$ cat src/rtl/vga_timing_gen.sv
// VGA raster timing generator: pixel-rate divider, h/v counters, coordinate outputs
// and a registered output stage that aligns blanked video with the sync pulses.
module vga_timing_gen #(
  parameter int CLK_DIV  = 2,
  parameter int H_ACTIVE = 640,
  parameter int H_FP     = 16,
  parameter int H_SYNC   = 96,
  parameter int H_BP     = 48,
  parameter int V_ACTIVE = 480,
  parameter int V_FP     = 10,
  parameter int V_SYNC   = 2,
  parameter int V_BP     = 33
) (
  input  logic       clk,
  input  logic       rst,
  input  logic       pixel_in,
  output logic [9:0] x,
  output logic [8:0] y,
  output logic       pix_ce,
  output logic       frame_start,
  output logic       video_on,
  output logic       hsync,
  output logic       vsync,
  output logic       vga_pixel
);

  localparam int H_TOTAL = H_ACTIVE + H_FP + H_SYNC + H_BP;
  localparam int V_TOTAL = V_ACTIVE + V_FP + V_SYNC + V_BP;
  localparam int DIV_W   = $clog2(CLK_DIV);

  localparam logic [DIV_W-1:0] DIV_LAST = DIV_W'(CLK_DIV - 1);
  localparam logic [9:0] H_LAST = 10'(H_TOTAL - 1);
  localparam logic [9:0] V_LAST = 10'(V_TOTAL - 1);
  localparam logic [9:0] H_ACT  = 10'(H_ACTIVE);
  localparam logic [9:0] V_ACT  = 10'(V_ACTIVE);
  localparam logic [9:0] HS_BEG = 10'(H_ACTIVE + H_FP);
  localparam logic [9:0] HS_END = 10'(H_ACTIVE + H_FP + H_SYNC);
  localparam logic [9:0] VS_BEG = 10'(V_ACTIVE + V_FP);
  localparam logic [9:0] VS_END = 10'(V_ACTIVE + V_FP + V_SYNC);

  logic [DIV_W-1:0] div_cnt;
  logic [9:0]       h_cnt, v_cnt;
  logic [9:0]       h_next, v_next;
  logic             h_wrap, v_wrap, active;

  always_comb begin
    h_wrap = (h_cnt == H_LAST);
    v_wrap = (v_cnt == V_LAST);
    h_next = h_wrap ? 10'd0 : h_cnt + 10'd1;
    v_next = v_cnt;
    if (h_wrap) begin
      v_next = v_wrap ? 10'd0 : v_cnt + 10'd1;
    end
    active = (h_cnt < H_ACT) && (v_cnt < V_ACT);
  end

  assign pix_ce      = (div_cnt == DIV_LAST);
  assign frame_start = pix_ce && h_wrap && v_wrap;

  // x/y load from the next counter values so they always equal the live counters;
  // the output stage samples the live counters, hence lags x/y by one pixel.
  always_ff @(posedge clk) begin
    if (rst) begin
      div_cnt   <= '0;
      h_cnt     <= '0;
      v_cnt     <= '0;
      x         <= '0;
      y         <= '0;
      video_on  <= 1'b0;
      vga_pixel <= 1'b0;
      hsync     <= 1'b1;
      vsync     <= 1'b1;
    end else begin
      div_cnt <= pix_ce ? '0 : div_cnt + DIV_W'(1);
      if (pix_ce) begin
        h_cnt     <= h_next;
        v_cnt     <= v_next;
        x         <= (h_next < H_ACT) ? h_next : 10'd0;
        y         <= (v_next < V_ACT) ? v_next[8:0] : 9'd0;
        video_on  <= active;
        vga_pixel <= pixel_in & active;
        hsync     <= ~((h_cnt >= HS_BEG) && (h_cnt < HS_END));
        vsync     <= ~((v_cnt >= VS_BEG) && (v_cnt < VS_END));
      end
    end
  end

endmodule

$ cat config.mk
export PLATFORM = sky130hd
export DESIGN_NAME = vga_timing_gen
export DESIGN_NICKNAME = d
export VERILOG_FILES = /design/src/rtl/vga_timing_gen.sv
export SDC_FILE = /design/constraint.sdc
export NUM_CORES = 1
export LEC_CHECK = 0
export ABC_AREA = 0
export CORE_ASPECT_RATIO = 1.75
export CORE_MARGIN = 2
export CORE_UTILIZATION = 51
export CTS_BUF_LIST = sky130_fd_sc_hd__clkbuf_8
export CTS_CLUSTER_DIAMETER = 150
export DETAILED_ROUTE_END_ITERATION = 7
export HOLD_SLACK_MARGIN = 0.02
export PLACE_DENSITY = 0.79
export SYNTH_ARGS = -nofsm -noshare
export SYNTH_HDL_FRONTEND = slang
export SYNTH_SLANG_ARGS = --single-unit
$ cat constraint.sdc
create_clock -name clk -period 6.23 [get_ports clk]
set_input_delay 1.5575 -clock clk [delete_from_list [all_inputs] [get_ports clk]]
set_output_delay 1.5575 -clock clk [all_outputs]
set_load 0.02 [all_outputs]
==> flow_metrics.env <==
export IMPL_grt_max_degree=30
export IMPL_numCtsBuffers=5
export IMPL_core_area_um2=4670
export IMPL_synth_edff_count=0
export IMPL_cts_setup_buffers=0
export IMPL_synth_seq_cells=44
export IMPL_critPathBufInv=1
export IMPL_antenna_left=0
export IMPL_first_global_vias=1958
export IMPL_fin_crit_ns=4.15
export IMPL_crit_chain="ha_1 > and4_1 > nand2_1 > nor4_1 > clkdlybuf4s50_1"
export IMPL_num_antenna_cells=0
export IMPL_cts_num_sinks=44
export IMPL_postCtsResizedCells=0
export IMPL_totalPowerFinal_mw=0.559
export IMPL_postSynthCellCount=286
export IMPL_worstPathRequired_ns=4.67
export IMPL_end_kind="output port"
export IMPL_slew_headroom_pct=32.8
export IMPL_path_clk_slew_ns=0.08
export IMPL_cts_root_buf="clkbuf_8"
export IMPL_cts_hold_buffers=0
export IMPL_die_w_um=56.5
export IMPL_tightest_slew_ns=1.00
export IMPL_criticalPathCategory="flip-flop to output port"
export IMPL_fillers=453
export IMPL_synth_flop_cell="dfxtp_1"
export IMPL_ys_seq_area_share_pct=35.9
export IMPL_rsz0062_at_grt="no"
export IMPL_synth_distinct_cells=59
export IMPL_routabilityCongestion=0.903
export IMPL_synth_nets=293
export IMPL_hp_class="flip-flop to flip-flop"
export IMPL_viasPerCell=6.10
export IMPL_crit_family="simple AND/OR/NAND/NOR gates"
export IMPL_avgSynthCellArea_um2=8.59
export IMPL_area_growth_pct=11.0
export IMPL_avgRoutedWirePerCell_um=16.0
export IMPL_final_nets=305
export IMPL_wl_um=5630
export IMPL_setup_viol=0
export IMPL_cts_tree="built"
export IMPL_num_vias=2142
export IMPL_crit_path_start_kind="flip-flop"
export IMPL_drive_above_1_share_pct=7.02
export IMPL_grt_pass1_wl_um=9180
export IMPL_h_tree_depth=2
export IMPL_rows=33
export IMPL_antenna_found_initial=0
export IMPL_status="finished clean"
export IMPL_die_area_um2=5410
export IMPL_overflow=0
export IMPL_syn_cell_area_um2=2460
export IMPL_dr_pass1_iters=4
export IMPL_crit_path_top_delay_cell="clkdlybuf4s50_1"
export IMPL_slew_viol_final=0
export IMPL_cts_buffer_depth=2
export IMPL_ir_worst_vdd_mv=0.179
export IMPL_cp_data_arrival_time_ns=2.59
export IMPL_setup_tns_ns=0
export IMPL_portBuffers=27
export IMPL_clk_latency_ns=0.30
export IMPL_fin_cells=351
export IMPL_drcViolationCount=0
export IMPL_ys_async_sr_fraction_pct=0
export IMPL_finalCritPeriodShare_pct=66.5
export IMPL_crit_fanout=8
export IMPL_top_level_ports=28
export IMPL_final_core_util_pct=58.4
export IMPL_synth_warnings=0
export IMPL_max_stage_delay_ns=0.66
export IMPL_grtUsageTotal_pct=22.1
export IMPL_hold_viol=0
export IMPL_p_leak_nw=0.893
export IMPL_power_density_nw_per_um2=205
export IMPL_dp_hpwl_um=4150
export IMPL_die_y_um=95.8
export IMPL_max_freq_ghz=0.241
export IMPL_skew_ns=0.00904
export IMPL_drt_iter0_markers=75
export IMPL_initial_core_util_pct=52.6
export IMPL_dp_cells=343
export IMPL_maxCapViolations=0
-- worst paths after layout --
path | startpoint | to | slack, ns | cells past startpoint
worst min register to register | x[5] | x[5] | 0.45 | 2
worst min-delay path | x[5] | x[5] | 0.45 | 2
worst max register to register | h_cnt[5] | x[7] | 3.55 | 5
worst max-delay path | h_cnt[0] | frame_start | 2.08 | 5
-- area by class of cell --
type,instances,area (µm²),share of cell area [%]
clock inverter,2,38.8,1.42
inverter,9,33.8,1.24
clock buffer,6,82.6,3.03
tap,52,65.1,2.39
timing repair buffer,28,278,10.2
sequential,44,881,32.3
multi-input combinational,210,1350,49.4
-- per-stage QoR --
stage               instance area [µm²]  hold WS (ns)  setup slack, ns
floorplan                          2460         0.469             2.90
CTS                                2730         0.457             2.06
finish                             2730         0.452             2.08
global route                       2730         0.479             1.88
global placement                   2610         0.434             2.44
detailed placement                 2610         0.439             2.42
-- registers in the layout, summed over array words and instances, names as in the netlist --
signal	flops
pix_ce	1
x	10
vsync	1
video_on	1
h_cnt	10
v_cnt	10
vga_pixel	1
hsync	1
y	9
-- cell usage after synthesis, types with 4 or more instances --
cell,instances,share of area [%]
ha_1,4,2.0
o31ai_1,12,3.7
nand4_1,7,1.8
xor2_1,7,2.5
buf_2,6,1.2
o41ai_1,7,2.5
o21ai_0,16,3.3
nand3_1,7,1.4
inv_1,9,1.4
clkbuf_1,9,1.4
nor2_1,15,2.3
xnor2_1,8,2.9
nand2_1,43,6.6
a21oi_1,10,2.0
nor3_1,7,1.4
dfxtp_1,44,36
-- tightest hold or removal path, stage by stage, from the launching register on --
cell	delay, ns
dfxtp_1	0.31
nand2_1	0.05
o31ai_1	0.05
-- logic make-up (layout without fill, tap and decap cells) --
logic type | after synthesis | in the layout | share of synthesized area [%]
xor+xnor | 15 | 15 | 5.35
fa+ha+maj | 4 | 4 | 2.04
compound gates | 77 | 77 | 22.5
simple gates | 112 | 112 | 24.2
flops | 44 | 44 | 35.9
mux | 2 | 2 | 0.815
buf+inv | 32 | 45 | 9.27
-- per-layer routing --
| metal | global-route usage (%) | part of all wire, % | vias up |
|---|---|---|---|
| li1 | - | - | 1070 |
| met4 | 13.7 | 4.9 | 0 |
| met5 | 0 | 0 | - |
| met3 | 3.49 | 2.8 | 23 |
| met2 | 41.7 | 54 | 55 |
| met1 | 22.0 | 38 | 994 |
-- placed cells by master, fill, tap and decap left out, drive strengths merged, types with 4 or more instances in the layout --
| master | Yosys | layout |
|---|---|---|
| and3 | 4 | 4 |
| nor3 | 9 | 9 |
| dfxtp | 44 | 44 |
| a21oi | 11 | 11 |
| clkdlybuf4s50 | 0 | 27 |
| clkbuf | 11 | 6 |
| nand3 | 7 | 7 |
| xnor2 | 8 | 8 |
| nand4 | 7 | 7 |
| a31oi | 4 | 4 |
| nor2 | 15 | 15 |
| ha | 4 | 4 |
| xor2 | 7 | 7 |
| inv | 9 | 9 |
| o31ai | 12 | 12 |
| nand2 | 43 | 43 |
| o41ai | 8 | 8 |
| o21ai | 20 | 20 |
-- where the power goes --
| group | switching (mW) | total (mW) | internal, mW |
|---|---|---|---|
| clock | 0.0985 | 0.230 | 0.131 |
| sequential | 0.00569 | 0.291 | 0.286 |
| combinational | 0.0227 | 0.0378 | 0.0151 |
| total | 0.127 | 0.559 | 0.432 |
Power figures use the tool's default switching activity.
